$ cat src/rtl/uart_rx_pkg.sv
// Shared definitions for the UART receiver: FSM state encoding, default width,
// minimum oversample ratio and small helpers.
package uart_rx_pkg;

  localparam int         DATA_WIDTH_DEF = 8;
  localparam logic [4:0] MIN_PRESCALE   = 5'd4;

  typedef enum logic [2:0] {
    ST_IDLE   = 3'd0,
    ST_START  = 3'd1,
    ST_DATA   = 3'd2,
    ST_PARITY = 3'd3,
    ST_STOP   = 3'd4,
    ST_OUT    = 3'd5
  } state_e;

  function automatic logic [4:0] clamp_prescale(input logic [4:0] p);
    return (p < MIN_PRESCALE) ? MIN_PRESCALE : p;
  endfunction

  function automatic logic maj3(input logic a, input logic b, input logic c);
    return (a & b) | (a & c) | (b & c);
  endfunction

endpackage

$ cat src/rtl/uart_rx_sampler.sv
// Per-bit timing for the UART receiver: edge counter, bit-end tick and
// 2-of-3 majority around the bit centre.
module uart_rx_sampler
  import uart_rx_pkg::*;
(
  input  logic       clk_i,
  input  logic       rst_i,
  input  logic       run_i,
  input  logic       rx_i,
  input  logic [4:0] presc_i,
  output logic       maj_o,
  output logic       tick_o,
  output logic       bit_end_o
);

  logic [4:0] cnt_q, cnt_d;
  logic [1:0] smp_q, smp_d;
  logic [4:0] mid;

  assign mid       = {1'b0, presc_i[4:1]};
  assign bit_end_o = (cnt_q == presc_i - 5'd1);
  assign tick_o    = (cnt_q == mid + 5'd1);
  // Third sample is the live line at mid+1, so the decision lands on the edge
  // that makes the registered result visible at mid+2.
  assign maj_o     = maj3(smp_q[0], smp_q[1], rx_i);

  always_comb begin
    cnt_d = cnt_q;
    smp_d = smp_q;
    if (!run_i || bit_end_o) begin
      cnt_d = '0;
    end else begin
      cnt_d = cnt_q + 5'd1;
    end
    if (cnt_q == mid - 5'd1) smp_d[0] = rx_i;
    if (cnt_q == mid)        smp_d[1] = rx_i;
  end

  always_ff @(posedge clk_i) begin
    if (rst_i) begin
      cnt_q <= '0;
      smp_q <= '0;
    end else begin
      cnt_q <= cnt_d;
      smp_q <= smp_d;
    end
  end

endmodule

$ cat src/rtl/uart_rx.sv
// UART receiver top: frame FSM, shift register, parity check, output register.
// Define UART_RX_ERR_FLAGS_EN to add Par_Err / Stp_Err drop pulses.
module uart_rx
  import uart_rx_pkg::*;
#(
  parameter int DATA_WIDTH = DATA_WIDTH_DEF
) (
  input  logic                  CLK,
  input  logic                  RST,
  input  logic                  RX_IN,
  input  logic                  PAR_EN,
  input  logic                  PAR_TYP,
  input  logic [4:0]            Prescaler,
  output logic [DATA_WIDTH-1:0] P_Data,
  output logic                  Data_Valid
`ifdef UART_RX_ERR_FLAGS_EN
  ,
  output logic                  Par_Err,
  output logic                  Stp_Err
`endif
);

  localparam int             BCW      = (DATA_WIDTH > 1) ? $clog2(DATA_WIDTH) : 1;
  localparam logic [BCW-1:0] LAST_BIT = BCW'(DATA_WIDTH - 1);

  state_e                  state_q, state_d;
  logic [4:0]              presc_q, presc_d;
  logic                    par_en_q, par_en_d;
  logic                    par_typ_q, par_typ_d;
  logic                    par_err_q, par_err_d;
  logic [DATA_WIDTH-1:0]   shift_q, shift_d;
  logic [BCW-1:0]          bit_cnt_q, bit_cnt_d;
  logic [DATA_WIDTH-1:0]   p_data_q;
  logic                    dv_q;
  logic                    load;
  logic                    maj, tick, bit_end;

  uart_rx_sampler u_sampler (
    .clk_i     (CLK),
    .rst_i     (RST),
    .run_i     (state_d != ST_IDLE),
    .rx_i      (RX_IN),
    .presc_i   (presc_q),
    .maj_o     (maj),
    .tick_o    (tick),
    .bit_end_o (bit_end)
  );

  always_ff @(posedge CLK) begin
    if (RST) state_q <= ST_IDLE;
    else     state_q <= state_d;
  end

  always_comb begin
    state_d = state_q;
    case (state_q)
      ST_IDLE:   if (!RX_IN) state_d = ST_START;
      ST_START: begin
        if (tick && maj)  state_d = ST_IDLE;
        else if (bit_end) state_d = ST_DATA;
      end
      ST_DATA:   if (bit_end && bit_cnt_q == LAST_BIT) state_d = par_en_q ? ST_PARITY : ST_STOP;
      ST_PARITY: if (bit_end) state_d = ST_STOP;
      ST_STOP:   if (tick) state_d = (maj && !par_err_q) ? ST_OUT : ST_IDLE;
      ST_OUT:    state_d = ST_IDLE;
      default:   state_d = ST_IDLE;
    endcase
  end

`ifdef UART_RX_ERR_FLAGS_EN
  logic drop_par, drop_stp;
  logic par_err_pulse_q, stp_err_pulse_q;
`endif

  always_comb begin
    presc_d   = presc_q;
    par_en_d  = par_en_q;
    par_typ_d = par_typ_q;
    par_err_d = par_err_q;
    shift_d   = shift_q;
    bit_cnt_d = bit_cnt_q;
    load      = 1'b0;
`ifdef UART_RX_ERR_FLAGS_EN
    drop_par  = 1'b0;
    drop_stp  = 1'b0;
`endif
    case (state_q)
      ST_IDLE: begin
        // Frame settings are frozen here so mid-frame input changes are ignored.
        if (!RX_IN) begin
          presc_d   = clamp_prescale(Prescaler);
          par_en_d  = PAR_EN;
          par_typ_d = PAR_TYP;
          par_err_d = 1'b0;
          bit_cnt_d = '0;
        end
      end
      ST_DATA: begin
        if (tick)    shift_d   = {maj, shift_q[DATA_WIDTH-1:1]};
        if (bit_end) bit_cnt_d = bit_cnt_q + BCW'(1);
      end
      ST_PARITY: begin
        if (tick && (maj != (^shift_q ^ par_typ_q))) par_err_d = 1'b1;
      end
`ifdef UART_RX_ERR_FLAGS_EN
      ST_STOP: begin
        if (tick) begin
          drop_par = par_err_q;
          drop_stp = !maj && !par_err_q;
        end
      end
`endif
      ST_OUT:  load = 1'b1;
      default: ;
    endcase
  end

  always_ff @(posedge CLK) begin
    if (RST) begin
      presc_q   <= MIN_PRESCALE;
      par_en_q  <= 1'b0;
      par_typ_q <= 1'b0;
      par_err_q <= 1'b0;
      shift_q   <= '0;
      bit_cnt_q <= '0;
      p_data_q  <= '0;
      dv_q      <= 1'b0;
    end else begin
      presc_q   <= presc_d;
      par_en_q  <= par_en_d;
      par_typ_q <= par_typ_d;
      par_err_q <= par_err_d;
      shift_q   <= shift_d;
      bit_cnt_q <= bit_cnt_d;
      dv_q      <= load;
      if (load) p_data_q <= shift_q;
    end
  end

  assign P_Data     = p_data_q;
  assign Data_Valid = dv_q;

`ifdef UART_RX_ERR_FLAGS_EN
  always_ff @(posedge CLK) begin
    if (RST) begin
      par_err_pulse_q <= 1'b0;
      stp_err_pulse_q <= 1'b0;
    end else begin
      par_err_pulse_q <= drop_par;
      stp_err_pulse_q <= drop_stp;
    end
  end

  assign Par_Err = par_err_pulse_q;
  assign Stp_Err = stp_err_pulse_q;
`endif

endmodule

$ cat config.mk
export PLATFORM = sky130hd
export DESIGN_NAME = uart_rx
export DESIGN_NICKNAME = d
export VERILOG_FILES = /design/src/rtl/uart_rx_pkg.sv /design/src/rtl/uart_rx_sampler.sv /design/src/rtl/uart_rx.sv
export SDC_FILE = /design/constraint.sdc
export NUM_CORES = 1
export LEC_CHECK = 0
export CAP_MARGIN = 30
export CELL_PAD_IN_SITES_DETAIL_PLACEMENT = 0
export CELL_PAD_IN_SITES_GLOBAL_PLACEMENT = 1
export CORE_UTILIZATION = 47
export CTS_CLUSTER_SIZE = 28
export DETAILED_ROUTE_END_ITERATION = 10
export PLACE_DENSITY = 0.89
export SYNTH_ARGS = -nofsm -noshare
export SYNTH_HDL_FRONTEND = slang
export SYNTH_SLANG_ARGS = --single-unit
export TNS_END_PERCENT = 30
$ cat constraint.sdc
create_clock -name CLK -period 3.5 [get_ports CLK]
set_input_delay 0.35 -clock CLK [delete_from_list [all_inputs] [get_ports CLK]]
set_output_delay 0.35 -clock CLK [all_outputs]
set_load 0.02 [all_outputs]
### After elaboration in Yosys (flattened, before gate mapping)

Index checks and enable logic that the tools add are counted.

* add/sub/neg operators: 5
* multiply operators: 0
* divide/modulo/power cells: 0
* $lt $le $gt $ge: 1
* eq/ne operators: 14
* shift operators: 0
* muxes and demuxes: 17
* bitwise operators: 7
* reductions and logical operators: 17

Operator list (count)
* $mux W3: 10
* $eq A5 B5 Y1: 3
* $pmux W3 S5: 1
* $eq A3 B3 Y1 const B: 3
* $reduce_xor A8 Y1: 1
* $eq A3 B2 Y1 const B: 2
* $ne A2 B2 Y1 const B: 3
* $pmux W3 S2: 1
* $reduce_and A3 Y1: 2
* $add A4 B1 Y5 const B: 1
* $add A5 B1 Y5 const B: 1
* $eq A5 B4 Y1: 1
* $lt A5 B3 Y1 const B: 1
* $mux W5: 1
* $sub A4 B1 Y5 const B: 1
* $sub A5 B1 Y5 const B: 1
* $logic_and A1 B1 Y1: 4
* $reduce_and A2 Y1: 2
* $reduce_bool A2 Y1: 2
* $add A3 B1 Y3 const B: 1
* $and A1 B1 Y1: 3
* $eq A3 B1 Y1 const B: 1
* $logic_not A3 Y1: 1
* $mux W1: 3
* other kinds (9): 11

* bits in registers: 38
* bits in latches: 0
* memory bits (writable): 0
* bits in read-only memories: 0
* word-level logic and storage cells: 73
* memories kept: 0

### Depth between registers and ports, before layout

Gate-level depths: netlist of the first run.

* word-level depth: 11
* gate-level depth with buffers: 9

### By module

A second synthesis of the first run with hierarchy kept.

* cell total of the unflattened synthesis: 221
* area total of the unflattened synthesis: 2035.7 um2

Modules (own cells, without submodules)
* uart_rx: instances 1, cells each 144, area each 1367.6 um2, sequential area each 620.6 um2
* uart_rx_sampler: instances 1, cells each 77, area each 668.1 um2, sequential area each 140.1 um2

### Worst setup path before layout of the first run

Ideal clock, no wire load.

* path type: reg2reg
* start point: register presc_q[2]
* end point: register u_sampler.cnt_q[2]
* setup time: 0.127 ns
* arrival time: 1.960 ns
* slack: 1.413 ns
* cell stages (with the launch flop): 9
* path buffers: 1
* cell sequence: dfxtp_1 -> buf_6 -> inv_1 -> ha_1 -> xor2_1 -> a2111oi_4 -> a21boi_1 -> o311ai_4 -> nor2_1

* cells in the longest elaborated chain, start to end: 9

RTL lines
* start, declared: line uart_rx.sv:27 `logic [4:0] presc_q, presc_d;`
* start signal, assigned: line uart_rx.sv:129 `presc_q <= presc_d;`
* $sub A5 B1 Y5 or $add A4 B1 Y5 (tied branches): line uart_rx_sampler.sv:21, uart_rx_sampler.sv:22
* $eq A5 B5 Y1 (on tied branches): line uart_rx_sampler.sv:21, uart_rx_sampler.sv:22
* $mux W3 (tied with other cells): line uart_rx.sv:60 `else if (bit_end) state_d = ST_DATA;`
* $mux W3 (on tied branches): line uart_rx.sv:59, uart_rx.sv:62
* $pmux W3 S5: line uart_rx.sv:56 `case (state_q)`
* $reduce_bool A3 Y1: line uart_rx.sv:41 `.run_i (state_d != ST_IDLE),`
* $logic_not A1 Y1: line uart_rx_sampler.sv:30 `if (!run_i || bit_end_o) begin`
* $logic_or A1 B1 Y1 *: line uart_rx_sampler.sv:30
* $reduce_or A2 Y1 (no line) *
* end signal, assigned: line uart_rx_sampler.sv:44 `cnt_q <= cnt_d;`
* end, declared: line uart_rx_sampler.sv:16 `logic [4:0] cnt_q, cnt_d;`

Every way passes the cells marked *; elsewhere a longest branch is shown, timed or not.
A chain may end at the register's enable or synchronous reset.

### Final worst setup path of the first run

* start point: register presc_q[2]
* end point: register shift_q[6]

* cells in the longest elaborated chain, start to end: 3

RTL lines
* $add A4 B1 Y5: line uart_rx_sampler.sv:22 `assign tick_o = (cnt_q == mid + 5'd1);`
* $eq A5 B5 Y1: line uart_rx_sampler.sv:22
* $reduce_and A2 Y1 (no line)
* end signal, assigned: line uart_rx.sv:133 `shift_q <= shift_d;`
* end, declared: line uart_rx.sv:31 `logic [DATA_WIDTH-1:0] shift_q, shift_d;`

Every way passes these cells.

==> impl_metrics.xml, run 1 <==
<?xml version="1.0" encoding="UTF-8"?>
<metrics>
  <group name="clocking">
    <metric name="htree_levels" unit="">2</metric>
    <metric name="cts.sink_count" unit="">38</metric>
    <metric name="cts_made_buffers" unit="">5</metric>
    <metric name="ctsRootBufferMaster" unit="">sky130_fd_sc_hd__clkbuf_8</metric>
    <metric name="cts_tree" unit="">done</metric>
    <metric name="hold_buffers" unit="">0</metric>
    <metric name="clk_pin_slew" unit="ps">70</metric>
    <metric name="clock_buffer_depth" unit="">2</metric>
    <metric name="cts_setup_buffers" unit="">0</metric>
    <metric name="resize_count_post_cts" unit="">0</metric>
    <metric name="worst_skew_pair.late_latency" unit="ps">280</metric>
  </group>
  <group name="place">
    <metric name="hpwl" unit="um">2900</metric>
    <metric name="place.detailed.instances" unit="">291</metric>
    <metric name="postPlaceCellArea" unit="um^2">2250</metric>
    <metric name="gp_congestion" unit="">0.806</metric>
    <metric name="numPortBuffers" unit="">18</metric>
  </group>
  <group name="timing">
    <metric name="slew_violations" unit="">0</metric>
    <metric name="tightest_slew" unit="ps">684</metric>
    <metric name="timing.final.crit_period" unit="ps">2540</metric>
    <metric name="timing.final.hold_violations" unit="">0</metric>
    <metric name="finClkSkew" unit="ps">7.48</metric>
    <metric name="setup-violations-final" unit="">0</metric>
    <metric name="rsz_0062_raised_after_global_routing" unit="">false</metric>
    <metric name="setup_total_negative_slack" unit="ps">0</metric>
    <metric name="slew_headroom" unit="">0.543</metric>
    <metric name="achievable-frequency" unit="MHz">393</metric>
    <metric name="timing.final.crit_share" unit="">0.727</metric>
  </group>
  <group name="drt">
    <metric name="first_iter_violations" unit="">58</metric>
    <metric name="detail_route.first_pass.iterations" unit="">4</metric>
    <metric name="postRouteAntennaNets" unit="">0</metric>
    <metric name="avgViaCountPerCell" unit="">5.24</metric>
    <metric name="post-route-drc-count" unit="">0</metric>
    <metric name="route.detailed.wl_per_inst" unit="um">13.2</metric>
    <metric name="total_via_count_in_the_routed_design" unit="">1557</metric>
    <metric name="drt_wl_total" unit="um">3910</metric>
  </group>
  <group name="critical_path">
    <metric name="start_kind" unit="">flop</metric>
    <metric name="cell_by_cell_trace_of_the_critical_path" unit="">ha_1 -&gt; and4b_1 -&gt; a22oi_1 -&gt; a2111oi_4 -&gt; and2_1 -&gt; mux2i_1 -&gt; nor2_1</metric>
    <metric name="timing.critical_path.required" unit="ps">3650</metric>
    <metric name="critPathTopFamily" unit="">simple AND/OR/NAND/NOR gates</metric>
    <metric name="critical_path_maximum_fanout" unit="">11</metric>
    <metric name="critPathMaxStageDelay" unit="ps">540</metric>
    <metric name="critPathSlowestCell" unit="">sky130_fd_sc_hd__dfxtp_1</metric>
    <metric name="setup.worst_path.end_class" unit="">flop</metric>
    <metric name="critPathArrivalTime" unit="ps">2700</metric>
    <metric name="cp_bufs_invs" unit="">0</metric>
    <metric name="crit_path_kind" unit="">flop to flop</metric>
  </group>
  <group name="synth">
    <metric name="synthesis.area_per_instance" unit="um^2">8.85</metric>
    <metric name="yosysSeqAreaShare" unit="">0.369</metric>
    <metric name="synth_top_family_by_area" unit="">simple AND/OR/NAND/NOR gates</metric>
    <metric name="postSynthCellCount" unit="">233</metric>
    <metric name="synth_compound_gate_area_share" unit="">0.128</metric>
    <metric name="ys_types" unit="">44</metric>
    <metric name="ys_ff_latch" unit="">38</metric>
    <metric name="netlist.top_cell.by_area" unit="">sky130_fd_sc_hd__dfxtp_1</metric>
    <metric name="postSynthNetCount" unit="">250</metric>
    <metric name="synth-xor-area-share" unit="">0.106</metric>
    <metric name="yosysTopAreaCellShare" unit="">0.369</metric>
    <metric name="yosysWarnings" unit="">0</metric>
    <metric name="synth_simple_gate_area_frac" unit="">0.210</metric>
    <metric name="synth.mux.area_fraction" unit="">0.0874</metric>
    <metric name="synth.area.top_cells" unit="">sky130_fd_sc_hd__dfxtp_1 37%, sky130_fd_sc_hd__mux2i_1 8.7%, sky130_fd_sc_hd__nor2_1 7.6%, sky130_fd_sc_hd__xnor2_1 6.8%, sky130_fd_sc_hd__ha_1 4.2%</metric>
    <metric name="synthesis.area" unit="um^2">2060</metric>
    <metric name="synth_fa_ha_area_frac" unit="">0.0473</metric>
  </group>
  <group name="grt">
    <metric name="overall_fraction_of_global_route_tracks_in_use" unit="">0.188</metric>
    <metric name="first_global_vias" unit="">1461</metric>
    <metric name="global_route_total_overflow" unit="">0</metric>
    <metric name="grt_first_pass_wirelength" unit="um">6480</metric>
    <metric name="grt_start_max_net_pins" unit="">19</metric>
    <metric name="antenna_violations_before_repair" unit="">0</metric>
  </group>
  <group name="power">
    <metric name="power.leakage" unit="nW">0.904</metric>
    <metric name="p_sw" unit="mW">0.231</metric>
    <metric name="netSwitchingFraction" unit="">0.260</metric>
    <metric name="sequentialPowerShare" unit="">0.524</metric>
    <metric name="power_density" unit="nW/um^2">382</metric>
    <metric name="clkPwrFrac" unit="">0.325</metric>
    <metric name="comb_power_share" unit="">0.151</metric>
    <metric name="power.ir.vdd_worst" unit="mV">0.224</metric>
    <metric name="internal-power" unit="mW">0.659</metric>
  </group>
  <group name="floorplanning">
    <metric name="floorplan.initialDensity" unit="">0.501</metric>
    <metric name="std_cell_rows" unit="">23</metric>
    <metric name="ioPinCount" unit="">19</metric>
    <metric name="die-height" unit="um">68.2</metric>
    <metric name="die_outline_area" unit="um^2">4660</metric>
    <metric name="core" unit="um^2">4120</metric>
    <metric name="die-width" unit="um">68.2</metric>
  </group>
  <group name="finish">
    <metric name="final_instance_area" unit="um^2">2330</metric>
    <metric name="fin_cells" unit="">297</metric>
    <metric name="num-nets-final" unit="">265</metric>
    <metric name="antenna_cells" unit="">0</metric>
    <metric name="post_route_cells_drive_above_1_share" unit="">0.0607</metric>
    <metric name="layout-area-overhead-vs-synth" unit="%">13.1</metric>
  </group>
  <group name="job">
    <metric name="drv.max_cap_violation_count" unit="">0</metric>
  </group>
  <group name="run_status">
    <metric name="outcome" unit="">completed</metric>
  </group>
  <group name="min_path">
    <metric name="holdCritPathClass" unit="">flop to flop</metric>
  </group>
</metrics>
[cell type report]
cell class,count,area (um^2)
fillers,388,1780
multi-input cells,173,1190
flip-flops and latches,38,761
repair buffers,20,195
clock buffers,6,82.6
well taps,50,62.6
inverters,10,37.5
[power groups by stage]
| stage | logic [mW] | clock network (mW) | registers [mW] |
|---|---|---|---|
| finish | 0.135 | 0.289 | 0.466 |
| global route | 0.149 | 0.320 | 0.469 |
| CTS | 0.137 | 0.300 | 0.466 |
| detailed placement | 0.136 | 0 | 0.476 |
| global placement | 0.134 | 0 | 0.476 |
| floorplan | 0.113 | 0 | 0.464 |
[state kept, by name, summed over array words and instances, names as in the netlist]
| name | cells |
|---|---|
| P_Data | 8 |
| shift_q | 8 |
| presc_q | 5 |
| u_sampler.cnt_q | 5 |
| bit_cnt_q | 3 |
| state_q | 3 |
| u_sampler.smp_q | 2 |
| Data_Valid | 1 |
| par_en_q | 1 |
| par_err_q | 1 |
| par_typ_q | 1 |
[layer usage]
metal	part of all wire	track usage	wire length [um]
met5	0	0	0
met4	0.015	0.0807	59
met3	0.031	0.0383	120
met2	0.49	0.301	1900
met1	0.47	0.241	1830
[cells in the final DEF (no fill, tap or decap), types with 3 or more instances in the layout]
cell type | synthesis | layout
sky130_fd_sc_hd__clkdlybuf4s50_1 | 0 | 18
sky130_fd_sc_hd__nand2b_1 | 5 | 5
sky130_fd_sc_hd__xor2_1 | 9 | 9
sky130_fd_sc_hd__nand3_1 | 8 | 8
sky130_fd_sc_hd__nor2b_1 | 3 | 3
sky130_fd_sc_hd__nand2_1 | 11 | 11
sky130_fd_sc_hd__inv_1 | 10 | 10
sky130_fd_sc_hd__a22oi_1 | 3 | 3
sky130_fd_sc_hd__o21ai_0 | 4 | 4
sky130_fd_sc_hd__nor3_1 | 5 | 5
sky130_fd_sc_hd__mux2i_1 | 18 | 18
sky130_fd_sc_hd__ha_1 | 7 | 7
sky130_fd_sc_hd__and3_1 | 3 | 3
sky130_fd_sc_hd__a21oi_1 | 9 | 9
sky130_fd_sc_hd__clkbuf_8 | 0 | 6
sky130_fd_sc_hd__nor2_1 | 42 | 42
sky130_fd_sc_hd__dfxtp_1 | 38 | 38
sky130_fd_sc_hd__xnor2_1 | 16 | 16
[worst register-to-register path, stage by stage (launching register included)]
cell,delay [ps]
sky130_fd_sc_hd__dfxtp_1,540
sky130_fd_sc_hd__ha_1,290
sky130_fd_sc_hd__and4b_1,200
sky130_fd_sc_hd__a22oi_1,120
sky130_fd_sc_hd__a2111oi_4,500
sky130_fd_sc_hd__and2_1,470
sky130_fd_sc_hd__mux2i_1,250
sky130_fd_sc_hd__nor2_1,50
[final timing paths]
check | from | endpoint | slack [ps] | cells after the start
worst max-delay path | presc_q[2] | shift_q[6] | 960 | 7
worst min-delay path | bit_cnt_q[1] | bit_cnt_q[1] | 470 | 2
worst max register to register | presc_q[2] | shift_q[6] | 960 | 7
worst min register to register | bit_cnt_q[1] | bit_cnt_q[1] | 470 | 2
[per-stage QoR]
step	power [mW]	hold slack [ps]	setup slack, ps	util
floorplan	0.576	429	1410	-
CTS	0.903	475	942	0.567
finish	0.890	472	957	0.567
detailed placement	0.612	465	977	0.547
global placement	0.610	460	1030	0.547
global route	0.938	504	724	0.567
[cell usage after synthesis]
| cell type | instances |
|---|---|
| sky130_fd_sc_hd__or3_4 | 1 |
| sky130_fd_sc_hd__dfxtp_1 | 38 |
| sky130_fd_sc_hd__buf_4 | 2 |
| sky130_fd_sc_hd__maj3_1 | 1 |
| sky130_fd_sc_hd__and2_1 | 2 |
| sky130_fd_sc_hd__a21boi_0 | 1 |
| sky130_fd_sc_hd__nor3_1 | 5 |
| sky130_fd_sc_hd__o21a_1 | 1 |
| sky130_fd_sc_hd__o311ai_4 | 1 |
| sky130_fd_sc_hd__o21ai_0 | 4 |
| sky130_fd_sc_hd__a21o_1 | 1 |
| sky130_fd_sc_hd__nor2b_1 | 3 |
| sky130_fd_sc_hd__ha_1 | 7 |
| sky130_fd_sc_hd__nand4bb_1 | 1 |
| sky130_fd_sc_hd__and3_1 | 3 |
| sky130_fd_sc_hd__nand3b_1 | 1 |
| sky130_fd_sc_hd__or2_0 | 2 |
| sky130_fd_sc_hd__xor2_1 | 9 |
| sky130_fd_sc_hd__a22oi_1 | 3 |
| sky130_fd_sc_hd__buf_2 | 2 |
| sky130_fd_sc_hd__nor4_1 | 2 |
| sky130_fd_sc_hd__and4b_1 | 1 |
| sky130_fd_sc_hd__or2_1 | 1 |
| sky130_fd_sc_hd__buf_6 | 2 |
| sky130_fd_sc_hd__a211oi_2 | 1 |
| sky130_fd_sc_hd__clkbuf_1 | 6 |
| sky130_fd_sc_hd__mux2i_1 | 18 |
| sky130_fd_sc_hd__nand4b_1 | 1 |
| sky130_fd_sc_hd__a211oi_1 | 1 |
| sky130_fd_sc_hd__a21boi_1 | 2 |
| sky130_fd_sc_hd__o22ai_1 | 1 |
| sky130_fd_sc_hd__o211ai_1 | 1 |
| sky130_fd_sc_hd__nor2_1 | 42 |
| sky130_fd_sc_hd__nand2_1 | 11 |
| sky130_fd_sc_hd__a21oi_2 | 2 |
| sky130_fd_sc_hd__xnor2_1 | 16 |
| sky130_fd_sc_hd__o311ai_2 | 1 |
| sky130_fd_sc_hd__a21oi_1 | 9 |
| sky130_fd_sc_hd__a2111oi_4 | 1 |
| sky130_fd_sc_hd__a41oi_1 | 2 |
| sky130_fd_sc_hd__nand3_1 | 8 |
| sky130_fd_sc_hd__nor3b_1 | 1 |
| sky130_fd_sc_hd__nand2b_1 | 5 |
| sky130_fd_sc_hd__inv_1 | 10 |
[logic make-up after synthesis]
| family | after synthesis |
|---|---|
| AND/OR/NAND/NOR | 90 |
| AO/OA/AOI/OAI | 32 |
| multiplexers | 18 |
| flip-flops | 38 |
| buffers and inverters | 22 |
| XOR/XNOR | 25 |
| adder cells (fa/ha/maj) | 8 |
(Power assumes the default switching activity.)
==> run 2, diff against run 1 <==
--- a/config.mk
+++ b/config.mk
@@ -8,10 +8,10 @@
 export CAP_MARGIN = 30
 export CELL_PAD_IN_SITES_DETAIL_PLACEMENT = 0
 export CELL_PAD_IN_SITES_GLOBAL_PLACEMENT = 1
-export CORE_UTILIZATION = 47
+export CORE_UTILIZATION = 43
 export CTS_CLUSTER_SIZE = 28
 export DETAILED_ROUTE_END_ITERATION = 10
-export PLACE_DENSITY = 0.89
+export PLACE_DENSITY = 0.83
 export SYNTH_ARGS = -nofsm -noshare
 export SYNTH_HDL_FRONTEND = slang
 export SYNTH_SLANG_ARGS = --single-unit
==> constraint.sdc (replaced) <==
create_clock -name CLK -period 2.5 [get_ports CLK]
set_input_delay 0.25 -clock CLK [delete_from_list [all_inputs] [get_ports CLK]]
set_output_delay 0.25 -clock CLK [all_outputs]
set_load 0.02 [all_outputs]
==> run 2 against run 1 <==
Compared with the run above: the flow now finishes with violations (DRC); total power is 52% higher; sequential cell count stayed put; critical path depth stayed put; final area is 3.2% higher; sequential share of layout area is 1.0 points lower; count of clock-buffer cells in the layout is 1 lower; critical path type unchanged.
==> impl_metrics.xml, run 2 (synthesized netlist as in run 1, its figures left out) <==
<?xml version="1.0" encoding="UTF-8"?>
<metrics>
  <group name="grt">
    <metric name="first_global_vias" unit="">1460</metric>
    <metric name="grt_start_max_net_pins" unit="">18</metric>
    <metric name="grt_first_pass_wirelength" unit="um">6800</metric>
    <metric name="overall_fraction_of_global_route_tracks_in_use" unit="">0.171</metric>
    <metric name="global_route_total_overflow" unit="">0</metric>
    <metric name="antenna_violations_before_repair" unit="">0</metric>
  </group>
  <group name="clocking">
    <metric name="hold_buffers" unit="">0</metric>
    <metric name="clk_pin_slew" unit="ps">70</metric>
    <metric name="worst_skew_pair.late_latency" unit="ps">280</metric>
    <metric name="cts_made_buffers" unit="">5</metric>
    <metric name="clock_buffer_depth" unit="">2</metric>
    <metric name="htree_levels" unit="">2</metric>
    <metric name="ctsRootBufferMaster" unit="">sky130_fd_sc_hd__clkbuf_8</metric>
    <metric name="cts.sink_count" unit="">38</metric>
    <metric name="cts_setup_buffers" unit="">0</metric>
    <metric name="resize_count_post_cts" unit="">0</metric>
    <metric name="cts_tree" unit="">done</metric>
  </group>
  <group name="drt">
    <metric name="post-route-drc-count" unit="">1</metric>
    <metric name="detail_route.first_pass.iterations" unit="">7</metric>
    <metric name="avgViaCountPerCell" unit="">5.11</metric>
    <metric name="drt_wl_total" unit="um">3930</metric>
    <metric name="route.detailed.wl_per_inst" unit="um">12.8</metric>
    <metric name="first_iter_violations" unit="">63</metric>
    <metric name="postRouteAntennaNets" unit="">0</metric>
    <metric name="total_via_count_in_the_routed_design" unit="">1569</metric>
  </group>
  <group name="finish">
    <metric name="num-nets-final" unit="">271</metric>
    <metric name="layout_commonest_cell" unit="">sky130_fd_sc_hd__nor2_1</metric>
    <metric name="antenna_cells" unit="">0</metric>
    <metric name="layout.filler_cells" unit="">424</metric>
    <metric name="layout-area-overhead-vs-synth" unit="%">16.7</metric>
    <metric name="seq_area" unit="um^2">761</metric>
    <metric name="area_taken_by_multi_input_logic_gates" unit="um^2">1190</metric>
    <metric name="most_used_cells_in_the_layout_excluding_fill_and_tap_cells" unit="">42 x sky130_fd_sc_hd__nor2_1, 38 x sky130_fd_sc_hd__dfxtp_1, 18 x sky130_fd_sc_hd__mux2i_1, 18 x sky130_fd_sc_hd__clkdlybuf4s50_1, 16 x sky130_fd_sc_hd__xnor2_1</metric>
    <metric name="post_route_cells_drive_above_1_share" unit="">0.0902</metric>
  </group>
  <group name="critical_path">
    <metric name="critical_path_maximum_fanout" unit="">6</metric>
    <metric name="cell_by_cell_trace_of_the_critical_path" unit="">inv_1 -&gt; ha_1 -&gt; xor2_1 -&gt; a2111oi_4 -&gt; a21boi_1 -&gt; o311ai_4 -&gt; nor2_1</metric>
    <metric name="critPathArrivalTime" unit="ps">2420</metric>
    <metric name="timing.critical_path.required" unit="ps">2670</metric>
    <metric name="crit_path_kind" unit="">flop to flop</metric>
    <metric name="start_kind" unit="">flop</metric>
    <metric name="critPathTopFamily" unit="">compound AO/OA/AOI/OAI gates</metric>
    <metric name="setup.worst_path.end_class" unit="">flop</metric>
    <metric name="cp_bufs_invs" unit="">1</metric>
    <metric name="critPathMaxStageDelay" unit="ps">460</metric>
    <metric name="regToRegSetupSlack" unit="ps">250</metric>
    <metric name="critPathSlowestCell" unit="">sky130_fd_sc_hd__a2111oi_4</metric>
  </group>
  <group name="timing">
    <metric name="tightest_slew" unit="ps">568</metric>
    <metric name="timing.final.crit_period" unit="ps">2250</metric>
    <metric name="achievable-frequency" unit="MHz">444</metric>
    <metric name="timing.final.hold_violations" unit="">0</metric>
    <metric name="setup_total_negative_slack" unit="ps">0</metric>
    <metric name="slew_headroom" unit="">0.621</metric>
    <metric name="timing.final.crit_share" unit="">0.900</metric>
    <metric name="slew_violations" unit="">0</metric>
    <metric name="rsz_0062_raised_after_global_routing" unit="">false</metric>
    <metric name="finClkSkew" unit="ps">3.76</metric>
    <metric name="setup-violations-final" unit="">0</metric>
  </group>
  <group name="power">
    <metric name="netSwitchingFraction" unit="">0.252</metric>
    <metric name="sequentialPowerShare" unit="">0.482</metric>
    <metric name="internal-power" unit="mW">1.01</metric>
    <metric name="comb_power_share" unit="">0.148</metric>
    <metric name="power.leakage" unit="nW">0.947</metric>
    <metric name="power.ir.vdd_worst" unit="mV">0.444</metric>
    <metric name="power_density" unit="nW/um^2">561</metric>
    <metric name="clkPwrFrac" unit="">0.370</metric>
    <metric name="report.power.total" unit="mW">1.35</metric>
    <metric name="p_sw" unit="mW">0.339</metric>
  </group>
  <group name="min_path">
    <metric name="holdCritPathClass" unit="">flop to flop</metric>
  </group>
  <group name="run_status">
    <metric name="outcome" unit="">finished with violations</metric>
    <metric name="failing_checks" unit="">DRC</metric>
  </group>
  <group name="place">
    <metric name="hpwl" unit="um">2880</metric>
    <metric name="numPortBuffers" unit="">18</metric>
    <metric name="gp_congestion" unit="">0.841</metric>
  </group>
  <group name="floorplanning">
    <metric name="die-height" unit="um">71.3</metric>
    <metric name="ioPinCount" unit="">19</metric>
    <metric name="std_cell_rows" unit="">24</metric>
    <metric name="core" unit="um^2">4470</metric>
    <metric name="die-width" unit="um">71.3</metric>
    <metric name="floorplan.initialDensity" unit="">0.461</metric>
    <metric name="die_outline_area" unit="um^2">5080</metric>
  </group>
  <group name="job">
    <metric name="drv.max_cap_violation_count" unit="">0</metric>
  </group>
</metrics>
==> run 2: changes by cell type in the layout (fill, tap and decap cells not counted), sizes merged <==
cell / before / now
bufinv: 0 / 1
clkinv: 0 / 2
buf: 2 / 8
clkbuf: 6 / 5
==> run 2: per-layer routing <==
metal  vias up  global-route usage  share of wire
li1        826                   -              -
met1       715               0.232           0.50
met2        23               0.270           0.45
met3         5              0.0436          0.042
met4         0              0.0467          0.011
met5         -                   0              0
==> run 2: power groups by stage <==
stage / registers, mW / logic, mW / clock network (mW)
finish: 0.650 / 0.199 / 0.500
global route: 0.653 / 0.222 / 0.539
CTS: 0.650 / 0.200 / 0.515
detailed placement: 0.664 / 0.199 / 0
global placement: 0.664 / 0.200 / 0
floorplan: 0.649 / 0.158 / 0
==> run 2: layout make-up <==
cell class                 instances  area share
timing repair buffer              26      0.0998
multi-input combinational        173       0.496
tap                               52      0.0270
clock buffer                       5      0.0286
sequential                        38       0.316
inverter                          10      0.0156
clock inverter                     3      0.0166
==> run 2: metrics by stage <==
step                      instance area, um^2  instances  setup WS [ps]   util  hold WS [ps]
after floorplan                          2060        233            413      -           329
after global placement                   2300        299            276  0.513           455
after detailed placement                 2300        299            248  0.513           464
after CTS                                2410        307            233  0.538           475
after global routing                     2410        307           12.1  0.538           503
final                                    2410        307            250  0.538           469
==> run 2: final timing paths <==
check              from            endpoint  depth (start not counted)
max          presc_q[1]  u_sampler.cnt_q[2]                          7
min            par_en_q            par_en_q                          2
max reg2reg  presc_q[1]  u_sampler.cnt_q[2]                          7
min reg2reg    par_en_q            par_en_q                          2
==> run 2: worst reg2reg max path, cell delays in order, from the launching register on <==
cell                        delay [ps]
sky130_fd_sc_hd__dfxtp_1           410
sky130_fd_sc_hd__inv_1             110
sky130_fd_sc_hd__ha_1              310
sky130_fd_sc_hd__xor2_1            200
sky130_fd_sc_hd__a2111oi_4         460
sky130_fd_sc_hd__a21boi_1          200
sky130_fd_sc_hd__o311ai_4          380
sky130_fd_sc_hd__nor2_1             80
==> run 3, diff against run 2 <==
--- a/config.mk
+++ b/config.mk
@@ -11,7 +11,7 @@
 export CORE_UTILIZATION = 43
 export CTS_CLUSTER_SIZE = 28
 export DETAILED_ROUTE_END_ITERATION = 10
-export PLACE_DENSITY = 0.83
+export PLACE_DENSITY = 0.8
 export SYNTH_ARGS = -nofsm -noshare
 export SYNTH_HDL_FRONTEND = slang
 export SYNTH_SLANG_ARGS = --single-unit
==> run 3 against run 2 <==
Compared with the run above: clock power decreased by 14%; fmax decreased by 0.81%; worst setup slack got worse by 18 ps; hold slack improved by 4.0 ps; sequential cell count unchanged; wire length increased by 3.9%; sequential share of layout area increased by 0.38 points; register-to-register slack got worse by 20 ps; count of clock-buffer cells in the layout increased by 1; largest power group unchanged; final area decreased by 1.2%; the run still ends with DRC left; non-clock buffer count decreased by 2; critical path type unchanged.
==> impl_metrics.xml, run 3 (synthesized netlist as in run 1, its figures left out) <==
<?xml version="1.0" encoding="UTF-8"?>
<metrics>
  <group name="run_status">
    <metric name="outcome" unit="">finished with violations</metric>
    <metric name="failing_checks" unit="">DRC</metric>
  </group>
  <group name="power">
    <metric name="clkPwrFrac" unit="">0.335</metric>
    <metric name="power_density" unit="nW/um^2">537</metric>
    <metric name="p_sw" unit="mW">0.340</metric>
    <metric name="power.ir.vdd_worst" unit="mV">0.424</metric>
    <metric name="netSwitchingFraction" unit="">0.267</metric>
    <metric name="internal-power" unit="mW">0.935</metric>
    <metric name="power.leakage" unit="nW">0.928</metric>
    <metric name="comb_power_share" unit="">0.154</metric>
    <metric name="sequentialPowerShare" unit="">0.510</metric>
    <metric name="report.power.total" unit="mW">1.28</metric>
  </group>
  <group name="critical_path">
    <metric name="start_kind" unit="">flop</metric>
    <metric name="timing.critical_path.required" unit="ps">2670</metric>
    <metric name="regToRegSetupSlack" unit="ps">230</metric>
    <metric name="timing.reg2reg.worst_path_depth" unit="">9</metric>
    <metric name="timing.rr.start" unit="">presc_q[2]</metric>
    <metric name="crit-reg2reg-capture" unit="">shift_q[4]</metric>
    <metric name="critPathArrivalTime" unit="ps">2440</metric>
    <metric name="setup.worst_path.end_class" unit="">flop</metric>
    <metric name="worstSetupEndpoint" unit="">shift_q[4]</metric>
    <metric name="critPathLaunch" unit="">presc_q[2]</metric>
    <metric name="crit_path_kind" unit="">flop to flop</metric>
    <metric name="critical_path_maximum_fanout" unit="">8</metric>
  </group>
  <group name="finish">
    <metric name="layout.filler_cells" unit="">424</metric>
    <metric name="layout_commonest_cell" unit="">sky130_fd_sc_hd__nor2_1</metric>
    <metric name="antenna_cells" unit="">0</metric>
    <metric name="fin_cells" unit="">305</metric>
    <metric name="final_instance_area" unit="um^2">2380</metric>
    <metric name="final_core_util" unit="">0.531</metric>
    <metric name="area_taken_by_multi_input_logic_gates" unit="um^2">1190</metric>
    <metric name="layout-area-overhead-vs-synth" unit="%">15.3</metric>
    <metric name="most_used_cells_in_the_layout_excluding_fill_and_tap_cells" unit="">42 x sky130_fd_sc_hd__nor2_1, 38 x sky130_fd_sc_hd__dfxtp_1, 18 x sky130_fd_sc_hd__mux2i_1, 18 x sky130_fd_sc_hd__clkdlybuf4s50_1, 16 x sky130_fd_sc_hd__xnor2_1</metric>
    <metric name="seq_area" unit="um^2">761</metric>
    <metric name="post_route_cells_drive_above_1_share" unit="">0.0830</metric>
    <metric name="num-nets-final" unit="">269</metric>
  </group>
  <group name="timing">
    <metric name="slew_headroom" unit="">0.605</metric>
    <metric name="setup_total_negative_slack" unit="ps">0</metric>
    <metric name="achievable-frequency" unit="MHz">441</metric>
    <metric name="setup-violations-final" unit="">0</metric>
    <metric name="rsz_0062_raised_after_global_routing" unit="">false</metric>
    <metric name="finClkSkew" unit="ps">7.19</metric>
    <metric name="slew_violations" unit="">0</metric>
    <metric name="timing.final.crit_share" unit="">0.908</metric>
    <metric name="timing.final.hold_violations" unit="">0</metric>
    <metric name="tightest_slew" unit="ps">592</metric>
    <metric name="timing.final.crit_period" unit="ps">2270</metric>
  </group>
  <group name="clocking">
    <metric name="cts_made_buffers" unit="">5</metric>
    <metric name="htree_levels" unit="">2</metric>
    <metric name="clk_pin_slew" unit="ps">70</metric>
    <metric name="clock_buffer_depth" unit="">2</metric>
    <metric name="resize_count_post_cts" unit="">0</metric>
    <metric name="cts_setup_buffers" unit="">0</metric>
    <metric name="hold_buffers" unit="">0</metric>
    <metric name="cts_tree" unit="">done</metric>
    <metric name="worst_skew_pair.late_latency" unit="ps">290</metric>
    <metric name="ctsRootBufferMaster" unit="">sky130_fd_sc_hd__clkbuf_8</metric>
    <metric name="cts.sink_count" unit="">38</metric>
  </group>
  <group name="floorplanning">
    <metric name="ioPinCount" unit="">19</metric>
    <metric name="die-height" unit="um">71.3</metric>
    <metric name="die-width" unit="um">71.3</metric>
    <metric name="core" unit="um^2">4470</metric>
    <metric name="std_cell_rows" unit="">24</metric>
    <metric name="floorplan.initialDensity" unit="">0.461</metric>
    <metric name="die_outline_area" unit="um^2">5080</metric>
  </group>
  <group name="min_path">
    <metric name="holdCritPathClass" unit="">flop to flop</metric>
  </group>
  <group name="place">
    <metric name="gp_congestion" unit="">0.831</metric>
    <metric name="place.detailed.instances" unit="">296</metric>
    <metric name="postPlaceCellArea" unit="um^2">2270</metric>
    <metric name="numPortBuffers" unit="">18</metric>
    <metric name="hpwl" unit="um">3000</metric>
  </group>
  <group name="drt">
    <metric name="postRouteAntennaNets" unit="">0</metric>
    <metric name="post-route-drc-count" unit="">1</metric>
    <metric name="first_iter_violations" unit="">31</metric>
    <metric name="total_via_count_in_the_routed_design" unit="">1569</metric>
    <metric name="detail_route.first_pass.iterations" unit="">8</metric>
    <metric name="drt_wl_total" unit="um">4080</metric>
    <metric name="avgViaCountPerCell" unit="">5.14</metric>
    <metric name="route.detailed.wl_per_inst" unit="um">13.4</metric>
  </group>
  <group name="grt">
    <metric name="overall_fraction_of_global_route_tracks_in_use" unit="">0.176</metric>
    <metric name="first_global_vias" unit="">1570</metric>
    <metric name="antenna_violations_before_repair" unit="">0</metric>
    <metric name="global_route_total_overflow" unit="">0</metric>
    <metric name="grt_first_pass_wirelength" unit="um">7000</metric>
    <metric name="grt_start_max_net_pins" unit="">22</metric>
  </group>
  <group name="job">
    <metric name="drv.max_cap_violation_count" unit="">0</metric>
  </group>
</metrics>
==> run 3: changes by cell type in the layout (fill, tap and decap cells not counted) <==
cell and delta:
sky130_fd_sc_hd__clkbuf_8 +1, sky130_fd_sc_hd__bufinv_16 -1, sky130_fd_sc_hd__buf_4 -2, sky130_fd_sc_hd__clkinv_2 -1, sky130_fd_sc_hd__clkinvlp_4 +1
==> run 3: area by class of cell <==
| cell class | instances | area share |
|---|---|---|
| Sequential cell | 38 | 0.320 |
| Clock inverter | 2 | 0.00526 |
| Inverter | 10 | 0.0158 |
| Multi-Input combinational cell | 173 | 0.502 |
| Tap cell | 52 | 0.0274 |
| Clock buffer | 6 | 0.0347 |
| Timing Repair Buffer | 24 | 0.0947 |
==> run 3: routing by layer <==
layer / global-route usage / part of all wire / vias to the layer above / wire length, um
met4: 0.0667 / 0.013 / 0 / 54
li1: - / - / 822 / -
met3: 0.0380 / 0.027 / 4 / 111
met2: 0.312 / 0.49 / 21 / 2020
met5: 0 / 0 / - / 0
met1: 0.208 / 0.46 / 722 / 1900
==> run 3: worst min-delay path by stage <==
| stage | cells after the start | to | from |
|---|---|---|---|
| after floorplan | 1 | par_err_q | RST |
| after global placement | 2 | bit_cnt_q[1] | bit_cnt_q[1] |
| after detailed placement | 2 | bit_cnt_q[1] | bit_cnt_q[1] |
| after CTS | 2 | bit_cnt_q[1] | bit_cnt_q[1] |
| after global routing | 2 | bit_cnt_q[1] | bit_cnt_q[1] |
| final | 2 | bit_cnt_q[2] | bit_cnt_q[2] |
==> run 3: power by group through the flow <==
stage	sequential [mW]	clock [mW]	combinational, mW
2_1_floorplan	0.649	0	0.158
3_3_place_gp	0.665	0	0.197
3_5_place_dp	0.664	0	0.197
4_1_cts	0.651	0.444	0.198
5_1_grt	0.654	0.471	0.220
6_report	0.651	0.428	0.197
==> run 3: stage by stage <==
stage               hold WS [ps]  setup WS, ps
floorplan                    329           413
global placement             462           179
detailed placement           468           173
CTS                          479           153
global route                 513          1.37
finish                       473           231
==> run 3: worst max-delay path, stage by stage, from the launching register on <==
cell and delay [ps]:
sky130_fd_sc_hd__dfxtp_1 430, sky130_fd_sc_hd__ha_1 260, sky130_fd_sc_hd__nor3b_1 180, sky130_fd_sc_hd__o21ai_0 160, sky130_fd_sc_hd__a2111oi_4 360, sky130_fd_sc_hd__buf_4 190, sky130_fd_sc_hd__and2_1 130, sky130_fd_sc_hd__buf_4 190
sky130_fd_sc_hd__mux2i_1 210, sky130_fd_sc_hd__nor2_1 50
